$ cat src/rtl/mem_req_arbiter_if.sv
// Request/response/memory-command bundle between two requesters, the arbiter
// and the single-port memory controller datapath.
interface mem_req_arbiter_if #(
  parameter int DATA_WIDTH = 32,
  parameter int ADDR_WIDTH = 16
);
  logic                  m0_req_valid;
  logic                  m0_req_ready;
  logic                  m0_req_wr;
  logic [ADDR_WIDTH-1:0] m0_req_addr;
  logic [DATA_WIDTH-1:0] m0_req_wdata;
  logic                  m0_rsp_valid;
  logic [DATA_WIDTH-1:0] m0_rsp_data;

  logic                  m1_req_valid;
  logic                  m1_req_ready;
  logic                  m1_req_wr;
  logic [ADDR_WIDTH-1:0] m1_req_addr;
  logic [DATA_WIDTH-1:0] m1_req_wdata;
  logic                  m1_rsp_valid;
  logic [DATA_WIDTH-1:0] m1_rsp_data;

  logic                  mem_valid;
  logic                  mem_rd_wr;
  logic [ADDR_WIDTH-1:0] mem_addr;
  logic [DATA_WIDTH-1:0] mem_wr_data;
  logic [DATA_WIDTH-1:0] mem_rd_data;

  // Arbiter side
  modport slave (
    input  m0_req_valid, m0_req_wr, m0_req_addr, m0_req_wdata,
    output m0_req_ready, m0_rsp_valid, m0_rsp_data,
    input  m1_req_valid, m1_req_wr, m1_req_addr, m1_req_wdata,
    output m1_req_ready, m1_rsp_valid, m1_rsp_data,
    output mem_valid, mem_rd_wr, mem_addr, mem_wr_data,
    input  mem_rd_data
  );

  // Requester/memory environment side
  modport master (
    output m0_req_valid, m0_req_wr, m0_req_addr, m0_req_wdata,
    input  m0_req_ready, m0_rsp_valid, m0_rsp_data,
    output m1_req_valid, m1_req_wr, m1_req_addr, m1_req_wdata,
    input  m1_req_ready, m1_rsp_valid, m1_rsp_data,
    input  mem_valid, mem_rd_wr, mem_addr, mem_wr_data,
    output mem_rd_data
  );
endinterface

$ cat src/rtl/mem_req_arbiter.sv
// Two-requester round-robin arbiter: issues one registered memory command per
// accepted request and routes the single outstanding read back to its owner.
module mem_req_arbiter #(
  parameter int DATA_WIDTH = 32,
  parameter int ADDR_WIDTH = 16,
  parameter int RD_LATENCY = 2
) (
  input  logic           clk,
  input  logic           rst,
  mem_req_arbiter_if.slave bus
);

  localparam logic [3:0] CNT_INIT = 4'(RD_LATENCY);

  typedef enum logic {IDLE, WAIT_RD} state_t;

  state_t                state_q, state_d;
  logic                  last_grant_q;
  logic                  owner_q;
  logic [3:0]            cnt_q;

  logic                  gnt0, gnt1, acc;
  logic                  acc_wr;
  logic [ADDR_WIDTH-1:0] acc_addr;
  logic [DATA_WIDTH-1:0] acc_wdata;
  logic                  rd_done;

  logic                  vld_p1, wr_p1;
  logic [ADDR_WIDTH-1:0] addr_p1;
  logic [DATA_WIDTH-1:0] wdata_p1;
  logic                  rsp0_vld_p1, rsp1_vld_p1;
  logic [DATA_WIDTH-1:0] rsp0_data_p1, rsp1_data_p1;

  always_ff @(posedge clk) begin
    if (rst) state_q <= IDLE;
    else     state_q <= state_d;
  end

  always_comb begin
    state_d = state_q;
    case (state_q)
      IDLE:    if (acc && !acc_wr) state_d = WAIT_RD;
      WAIT_RD: if (rd_done)        state_d = IDLE;
      default:                     state_d = IDLE;
    endcase
  end

  // Grant goes to the sole requester, or on contention to the one not served last.
  always_comb begin
    gnt0 = 1'b0;
    gnt1 = 1'b0;
    if (state_q == IDLE) begin
      gnt0 = bus.m0_req_valid && (!bus.m1_req_valid ||  last_grant_q);
      gnt1 = bus.m1_req_valid && (!bus.m0_req_valid || !last_grant_q);
    end
  end

  assign bus.m0_req_ready = gnt0;
  assign bus.m1_req_ready = gnt1;
  assign acc       = gnt0 | gnt1;
  assign acc_wr    = gnt1 ? bus.m1_req_wr    : bus.m0_req_wr;
  assign acc_addr  = gnt1 ? bus.m1_req_addr  : bus.m0_req_addr;
  assign acc_wdata = gnt1 ? bus.m1_req_wdata : bus.m0_req_wdata;
  assign rd_done   = (state_q == WAIT_RD) && (cnt_q == 4'd0);

  // Stage p0 -> p1: accepted request becomes the memory command; read data becomes the response.
  always_ff @(posedge clk) begin
    if (rst) begin
      last_grant_q <= 1'b1;
      owner_q      <= 1'b0;
      cnt_q        <= 4'd0;
      vld_p1       <= 1'b0;
      wr_p1        <= 1'b0;
      addr_p1      <= '0;
      wdata_p1     <= '0;
      rsp0_vld_p1  <= 1'b0;
      rsp1_vld_p1  <= 1'b0;
      rsp0_data_p1 <= '0;
      rsp1_data_p1 <= '0;
    end else begin
      vld_p1      <= acc;
      rsp0_vld_p1 <= rd_done && !owner_q;
      rsp1_vld_p1 <= rd_done &&  owner_q;
      if (acc) begin
        last_grant_q <= gnt1;
        wr_p1        <= acc_wr;
        addr_p1      <= acc_addr;
        wdata_p1     <= acc_wdata;
        if (!acc_wr) begin
          owner_q <= gnt1;
          cnt_q   <= CNT_INIT;
        end
      end else if (state_q == WAIT_RD && cnt_q != 4'd0) begin
        cnt_q <= cnt_q - 4'd1;
      end
      if (rd_done) begin
        if (owner_q) rsp1_data_p1 <= bus.mem_rd_data;
        else         rsp0_data_p1 <= bus.mem_rd_data;
      end
    end
  end

  assign bus.mem_valid    = vld_p1;
  assign bus.mem_rd_wr    = wr_p1;
  assign bus.mem_addr     = addr_p1;
  assign bus.mem_wr_data  = wdata_p1;
  assign bus.m0_rsp_valid = rsp0_vld_p1;
  assign bus.m0_rsp_data  = rsp0_data_p1;
  assign bus.m1_rsp_valid = rsp1_vld_p1;
  assign bus.m1_rsp_data  = rsp1_data_p1;

endmodule

$ cat src/flat_wrapper.sv
// flat-port wrapper written by rule: the top's interface ports become plain ports
module mem_req_arbiter_flat 
#(
  parameter int DATA_WIDTH = 32,
  parameter int ADDR_WIDTH = 16,
  parameter int RD_LATENCY = 2
)
  (clk, rst, bus_m0_req_valid, bus_m0_req_wr, bus_m0_req_addr, bus_m0_req_wdata, bus_m0_req_ready, bus_m0_rsp_valid, bus_m0_rsp_data, bus_m1_req_valid, bus_m1_req_wr, bus_m1_req_addr, bus_m1_req_wdata, bus_m1_req_ready, bus_m1_rsp_valid, bus_m1_rsp_data, bus_mem_valid, bus_mem_rd_wr, bus_mem_addr, bus_mem_wr_data, bus_mem_rd_data);
  mem_req_arbiter_if #(.DATA_WIDTH(DATA_WIDTH), .ADDR_WIDTH(ADDR_WIDTH)) bus_i ();
  input  logic clk;
  input  logic rst;
  input wire logic [$bits(bus_i.m0_req_valid)-1:0] bus_m0_req_valid;
  input wire logic [$bits(bus_i.m0_req_wr)-1:0] bus_m0_req_wr;
  input wire logic [$bits(bus_i.m0_req_addr)-1:0] bus_m0_req_addr;
  input wire logic [$bits(bus_i.m0_req_wdata)-1:0] bus_m0_req_wdata;
  output wire logic [$bits(bus_i.m0_req_ready)-1:0] bus_m0_req_ready;
  output wire logic [$bits(bus_i.m0_rsp_valid)-1:0] bus_m0_rsp_valid;
  output wire logic [$bits(bus_i.m0_rsp_data)-1:0] bus_m0_rsp_data;
  input wire logic [$bits(bus_i.m1_req_valid)-1:0] bus_m1_req_valid;
  input wire logic [$bits(bus_i.m1_req_wr)-1:0] bus_m1_req_wr;
  input wire logic [$bits(bus_i.m1_req_addr)-1:0] bus_m1_req_addr;
  input wire logic [$bits(bus_i.m1_req_wdata)-1:0] bus_m1_req_wdata;
  output wire logic [$bits(bus_i.m1_req_ready)-1:0] bus_m1_req_ready;
  output wire logic [$bits(bus_i.m1_rsp_valid)-1:0] bus_m1_rsp_valid;
  output wire logic [$bits(bus_i.m1_rsp_data)-1:0] bus_m1_rsp_data;
  output wire logic [$bits(bus_i.mem_valid)-1:0] bus_mem_valid;
  output wire logic [$bits(bus_i.mem_rd_wr)-1:0] bus_mem_rd_wr;
  output wire logic [$bits(bus_i.mem_addr)-1:0] bus_mem_addr;
  output wire logic [$bits(bus_i.mem_wr_data)-1:0] bus_mem_wr_data;
  input wire logic [$bits(bus_i.mem_rd_data)-1:0] bus_mem_rd_data;
  assign bus_i.m0_req_valid = bus_m0_req_valid;
  assign bus_i.m0_req_wr = bus_m0_req_wr;
  assign bus_i.m0_req_addr = bus_m0_req_addr;
  assign bus_i.m0_req_wdata = bus_m0_req_wdata;
  assign bus_m0_req_ready = bus_i.m0_req_ready;
  assign bus_m0_rsp_valid = bus_i.m0_rsp_valid;
  assign bus_m0_rsp_data = bus_i.m0_rsp_data;
  assign bus_i.m1_req_valid = bus_m1_req_valid;
  assign bus_i.m1_req_wr = bus_m1_req_wr;
  assign bus_i.m1_req_addr = bus_m1_req_addr;
  assign bus_i.m1_req_wdata = bus_m1_req_wdata;
  assign bus_m1_req_ready = bus_i.m1_req_ready;
  assign bus_m1_rsp_valid = bus_i.m1_rsp_valid;
  assign bus_m1_rsp_data = bus_i.m1_rsp_data;
  assign bus_mem_valid = bus_i.mem_valid;
  assign bus_mem_rd_wr = bus_i.mem_rd_wr;
  assign bus_mem_addr = bus_i.mem_addr;
  assign bus_mem_wr_data = bus_i.mem_wr_data;
  assign bus_i.mem_rd_data = bus_mem_rd_data;
  mem_req_arbiter #(.DATA_WIDTH(DATA_WIDTH), .ADDR_WIDTH(ADDR_WIDTH), .RD_LATENCY(RD_LATENCY)) u_core (.clk(clk), .rst(rst), .bus(bus_i));
endmodule
$ cat config.mk
export PLATFORM = sky130hd
export DESIGN_NAME = mem_req_arbiter_flat
export DESIGN_NICKNAME = d
export VERILOG_FILES = /design/src/rtl/mem_req_arbiter_if.sv /design/src/rtl/mem_req_arbiter.sv /design/src/flat_wrapper.sv
export SDC_FILE = /design/constraint.sdc
export NUM_CORES = 1
export LEC_CHECK = 0
export ABC_AREA = 1
export CAP_MARGIN = 20
export CORE_MARGIN = 1.5
export CORE_UTILIZATION = 36
export CTS_CLUSTER_DIAMETER = 50
export DETAILED_ROUTE_END_ITERATION = 6
export MAX_ROUTING_LAYER = met4
export PLACE_DENSITY_LB_ADDON = 0.12
export SLEW_MARGIN = 0
export SYNTH_ARGS = -nofsm -noshare
export SYNTH_HDL_FRONTEND = slang
export SYNTH_SLANG_ARGS = --single-unit
$ cat constraint.sdc
create_clock -name clk -period 1.3 [get_ports clk]
set_input_delay 0.26 -clock clk [delete_from_list [all_inputs] [get_ports clk]]
set_output_delay 0.26 -clock clk [all_outputs]
set_load 0.02 [all_outputs]
## Word level (Yosys, flattened, before mapping)

Index checks and enable logic that the tools add are counted.

| storage, ports and cells | value |
|---|---|
| word-level logic and storage cells | 50 |
| bits in read-only memories | 0 |
| register bits | 123 |
| bits in latches | 0 |
| bits in writable memories | 0 |
| bits of input ports | 134 |
| output and inout bits | 118 |
| memories | 0 |

| operators by class | value |
|---|---|
| multipliers | 0 |
| bitwise gates (word level) | 4 |
| divide/modulo/power cells | 0 |
| equality and inequality tests | 1 |
| muxes and demuxes | 11 |
| $add $sub $neg | 1 |
| $lt $le $gt $ge | 0 |
| shift-type cells | 0 |
| reduce and logical (&&, ||, !) cells | 21 |

Operators with widths:

| kind | count |
|---|---|
| 32-bit two-way mux | 1 |
| 16-bit two-way mux | 1 |
| 4-bit two-way mux | 3 |
| 2-bit AND reduction | 4 |
| 1-bit logical AND | 7 |
| 1-bit logical NOT | 5 |
| 1-bit two-way mux | 5 |
| 4-bit logical NOT | 1 |
| 4-bit nonzero test | 1 |
| 4-bit by 1-bit subtractor with 4-bit output, second input constant | 1 |
| 1-bit NOT | 3 |
| 1-bit logical OR | 2 |
| 2-bit != test, second input constant | 1 |
| 1-bit case mux with 2 select lines | 1 |
| 2-bit nonzero test | 1 |
| 1-bit OR | 1 |

## Longest topological paths before layout

Gate-level depths: netlist of run 1.

| logic depth | value |
|---|---|
| depth after elaboration | 9 |
| mapped depth | 8 |

## Worst setup path after synthesis of run 1

No wires, ideal clock.

| path | value |
|---|---|
| path type | register -> register |
| start | reg u_core.cnt_q[0] |
| end | reg u_core.rsp0_data_p1[0] (netlist: u_core.bus.m0_rsp_data[0]) |
| path slack | -0.039 ns |
| required time | 1.168 ns |
| stages on the path, launching flop included | 9 |
| period minus slack after synthesis | 1.339 ns |
| arrival time | 1.207 ns |
| cells stage by stage | dfxtp_1 inv_1 ha_1 nand3_1 nor2_2 nand2_1 buf_2 nand2_1 a21oi_1 |

| between the ends | value |
|---|---|
| cells in the longest elaborated chain, start to end | 3 |

Ends and longest elaborated chain:

| element | RTL line | text |
|---|---|---|
| from (decl) | mem_req_arbiter.sv:20 | `logic [3:0] cnt_q;` |
| from (signal assigned) | mem_req_arbiter.sv:94 | `cnt_q <= cnt_q - 4'd1;` |
| 4-bit logical NOT | mem_req_arbiter.sv:64 | `assign rd_done = (state_q == WAIT_RD) && (cnt_q == 4'd0);` |
| 1-bit logical AND | mem_req_arbiter.sv:64 |  |
| 2-bit AND reduction (no line) | n/a |  |
| to (signal assigned) | mem_req_arbiter.sv:98 | `else rsp0_data_p1 <= bus.mem_rd_data;` |
| to (decl) | mem_req_arbiter.sv:32 | `logic [DATA_WIDTH-1:0] rsp0_data_p1, rsp1_data_p1;` |

Every way passes these cells.
A chain may end at the register's enable or synchronous reset.

## Worst setup path after layout of run 1

| path | value |
|---|---|
| start | reg u_core.state_q |
| end | out bus_m1_req_ready |

| between the ends | value |
|---|---|
| cells in the longest elaborated chain, start to end | 1 |

Ends and longest elaborated chain:

| element | RTL line | text |
|---|---|---|
| from (decl) | mem_req_arbiter.sv:17 | `state_t state_q, state_d;` |
| from (signal assigned) | mem_req_arbiter.sv:36 | `else state_q <= state_d;` |
| 1-bit two-way mux | mem_req_arbiter.sv:52 | `if (state_q == IDLE) begin` |
| to (decl) | flat_wrapper.sv:23 | `output wire logic [$bits(bus_i.m1_req_ready)-1:0] bus_m1_req_ready;` |

Every way passes these cells.

==> results of run 1 <==
synth_stat cells:
cell | number | area (um^2)
a21oi_1 | 68 | 340.3
buf_1 | 1 | 3.750
buf_2 | 12 | 60.06
buf_4 | 4 | 30.03
buf_6 | 9 | 101.4
clkbuf_1 | 22 | 82.58
dfxtp_1 | 123 | 2462
ha_1 | 2 | 25.02
inv_1 | 9 | 33.78
inv_2 | 3 | 11.26
nand2_1 | 123 | 461.7
nand2_2 | 2 | 12.51
nand3_1 | 72 | 360.4
nand3_4 | 2 | 35.03
nand4_1 | 3 | 18.77
nor2_1 | 59 | 221.5
nor2_2 | 1 | 6.260
nor2_4 | 2 | 22.52
o211ai_1 | 1 | 7.510
o21ai_0 | 55 | 275.3
o21ai_1 | 39 | 195.2
o21ai_2 | 2 | 17.52
o31ai_1 | 1 | 7.510
xnor2_1 | 1 | 8.760
path summary, 6_finish.rpt:
path / to / from / depth (start not counted)
hold / removal: u_core.bus.mem_wr_data[20]$_SDFFE_PP0P_ / rst / 4
setup / recovery: bus_m1_req_ready / u_core.state_q$_SDFF_PP0_ / 5
hold reg to reg: u_core.bus.mem_addr[1]$_SDFFE_PP0P_ / u_core.bus.mem_addr[1]$_SDFFE_PP0P_ / 2
setup reg to reg: u_core.bus.mem_wr_data[30]$_SDFFE_PP0P_ / u_core.state_q$_SDFF_PP0_ / 7
cells by family after synthesis:
family                   after synthesis  share of synthesized area [%]
AO/OA/AOI/OAI                        166                          17.57
AND/OR/NAND/NOR                      264                          23.72
XOR/XNOR                               1                         0.1825
flip-flops                           123                          51.29
adder cells (fa/ha/maj)                2                         0.5212
buffers and inverters                 60                          6.724
repair_timing:
item,CTS,global route
endpoints found under the setup margin,235,194
cloned,13,9
setup buffers,18,4
gates resized for setup,511,212
pin swaps,42,55
cell type report:
type	count	area share [%]
well taps	176	2.367
flip-flops and latches	123	26.51
repair buffers	323	34.23
inverters	12	0.5380
multi-input cells	435	30.38
clock buffers	20	4.909
clock inverters	12	1.063
placed cells by master (no fill, tap or decap), types with 3 or more instances in the layout:
| master | n |
|---|---|
| dfxtp_2 | 3 |
| buf_2 | 85 |
| nand2_1 | 90 |
| nor2_1 | 56 |
| buf_12 | 14 |
| a21oi_2 | 51 |
| nand3_4 | 9 |
| o21ai_2 | 13 |
| buf_8 | 3 |
| inv_2 | 5 |
| clkinv_2 | 6 |
| inv_1 | 5 |
| buf_16 | 8 |
| nor2_4 | 7 |
| buf_6 | 14 |
| clkbuf_16 | 24 |
| clkdlybuf4s15_2 | 29 |
| nand4_1 | 3 |
| clkdlybuf4s50_1 | 130 |
| o21ai_1 | 80 |
| clkinvlp_4 | 4 |
| dfxtp_1 | 120 |
| nand2_2 | 14 |
| nand2_4 | 20 |
| nand3_2 | 40 |
| nand3_1 | 25 |
| buf_4 | 28 |
| a21oi_1 | 17 |
layer usage:
layer / GRT usage [%] / part of all wire, %
met1: 29.65 / 41
met2: 45.71 / 49
met3: 6.467 / 6.7
met4: 11.60 / 3.3
met5: - / 0
state kept, by name, indices dropped and copies added, names as in the netlist:
signal,count
u_core.bus.m0_rsp_data,32
u_core.bus.m1_rsp_data,32
u_core.bus.mem_wr_data,32
u_core.bus.mem_addr,16
u_core.cnt_q,4
u_core.bus.m0_rsp_valid,1
u_core.bus.m1_rsp_valid,1
u_core.bus.mem_rd_wr,1
u_core.bus.mem_valid,1
u_core.last_grant_q,1
u_core.owner_q,1
u_core.state_q,1
worst register-to-register path, cell delays in order (launching register included):
cell and delay, ns:
dfxtp_2 0.32, inv_2 0.08, buf_6 0.12, nand3_4 0.09, inv_4 0.08, buf_8 0.30, nor2_1 0.15, o31ai_4 0.25
metrics by stage:
step / setup slack [ns] / hold slack, ns / instances / TNS [ns]
after floorplan: 0.003632 / 0.4211 / 616 / 0
after global placement: -0.8819 / 0.4413 / 1029 / -44.20
after detailed placement: -0.8567 / 0.4492 / 1029 / -46.21
after CTS: -0.1622 / 0.3501 / 1091 / -9.868
after global routing: -0.2235 / 0.3811 / 1101 / -18.32
final: -0.1570 / 0.3840 / 1101 / -11.17
report_power, final:
group / leakage (nW) / switching, mW / total, mW / internal [mW]
sequential: 1.01 / 0.187 / 4.27 / 4.09
combinational: 2.31 / 1.82 / 3.49 / 1.67
clock: 0.267 / 1.74 / 4.45 / 2.71
total: 3.58 / 3.75 / 12.2 / 8.47
==> flow_summary.ini, run 1 <==
[run_status]
violations = setup timing
status = complete, but fails checks

[clocking]
ctsHoldBuffers = 0
cts_root_buf = clkbuf_16
clkTransAtPathRegs_ns = 0.05
cts_buffers = 17
cts_sinks = 123
cts_tree = yes
clk_path_buf_depth = 2
cts.htree.levels = 4
clock_latency_ns = 0.41

[yosys]
ys_seq_area_share_pct = 51.29
synth_area_mm2 = 0.004801
syn_nets = 752
ys_warn_count = 0
syn_area_per_cell_um2 = 7.794
syn-instance-count = 616
synth_cell_types = 24
synth_seq_cells = 123

[global_routing]
grt_pass1_wl_um = 28890
grt_pass1_vias = 5704
grt_start_max_net_pins = 49
grt_usage_pct = 26.71
overflow = 0
antenna_found_initial = 0

[timing]
postLayoutSetupSlackWorst_ns = -0.1570
fmax_mhz = 686.3
max-slew-margin-rel_pct = 59.38
setup_violations = 117
final.setup_skew_ns = 0.007567
fin_crit_sh_pct = 112.1
period_needed_ns = 1.457
hold_violations = 0
drv_slew = 0
tightest_slew_ns = 0.6079
rsz0062_at_grt = true

[worst_setup_path]
rrSetupSlack_ns = -0.15
crit_slowest_cell = dfxtp_2
cp_max_fo = 2
setup.worst_path.end_class = output port
crit_family = buffers and inverters
slowest_delay_ns = 0.32
start_kind = flip-flop
crit_type = flip-flop to output port
cp.required_ns = 1.04
critical_path.most_common_cell = buf_6
worst-path-buf-inv = 4
cp_cell_sequence = inv_2 -> buf_6 -> nand3_4 -> inv_4 -> buf_6
arrival_ns = 1.20

[floorplanning]
die-area_mm2 = 0.01404
pin_count = 252
die_w_um = 118.5
fp.dieH_um = 118.5
initial_utilization_pct = 36.54
rows = 42
coreArea_mm2 = 0.01314

[layout]
final_area_mm2 = 0.009303
multiInputGateArea_mm2 = 0.002826
seq_area_mm2 = 0.002466
final_nets = 1048
num-fill-cells = 1040
antenna_cells = 0
drive_above_1_share_pct = 42.16
final_util_pct = 70.81
areaGrowthSynthToFinish_pct = 93.77

[routing]
drc = 0
drtIter0Drc = 310
via_count = 5658
wire_per_inst_um = 17.97
final_antenna_net_count = 0
firstDrtPassIters = 4
avgViaCountPerCell = 5.139
drt-total-wl_um = 19780

[placement]
dp_hpwl_um = 10620
placed_area_mm2 = 0.007596
finalWeightedCongestion = 0.7984
placement.io_buffers = 251

[pwr]
leakage_nw = 3.583
total_power_mw = 12.21
cellPowerDensity_mw_per_mm2 = 1313
ir_worst_vdd_mv = 0.8674

[run]
maxCapViolCount = 0

[worst_hold_path]
hold_class = input port to flip-flop
No activity file was read; power rests on OpenSTA's default activity.
==> inputs of run 2 (changes only) <==
- GPL_ROUTABILITY_DRIVEN: not set -> 0
==> results of run 2 <==
No change in the layout: final DEF, timing and power equal those of run 1.
==> inputs of run 3 (changes only) <==
- GPL_ROUTABILITY_DRIVEN: 0 -> not set
==> results of run 3 <==
No change in the layout: final DEF, timing and power equal those of run 1.
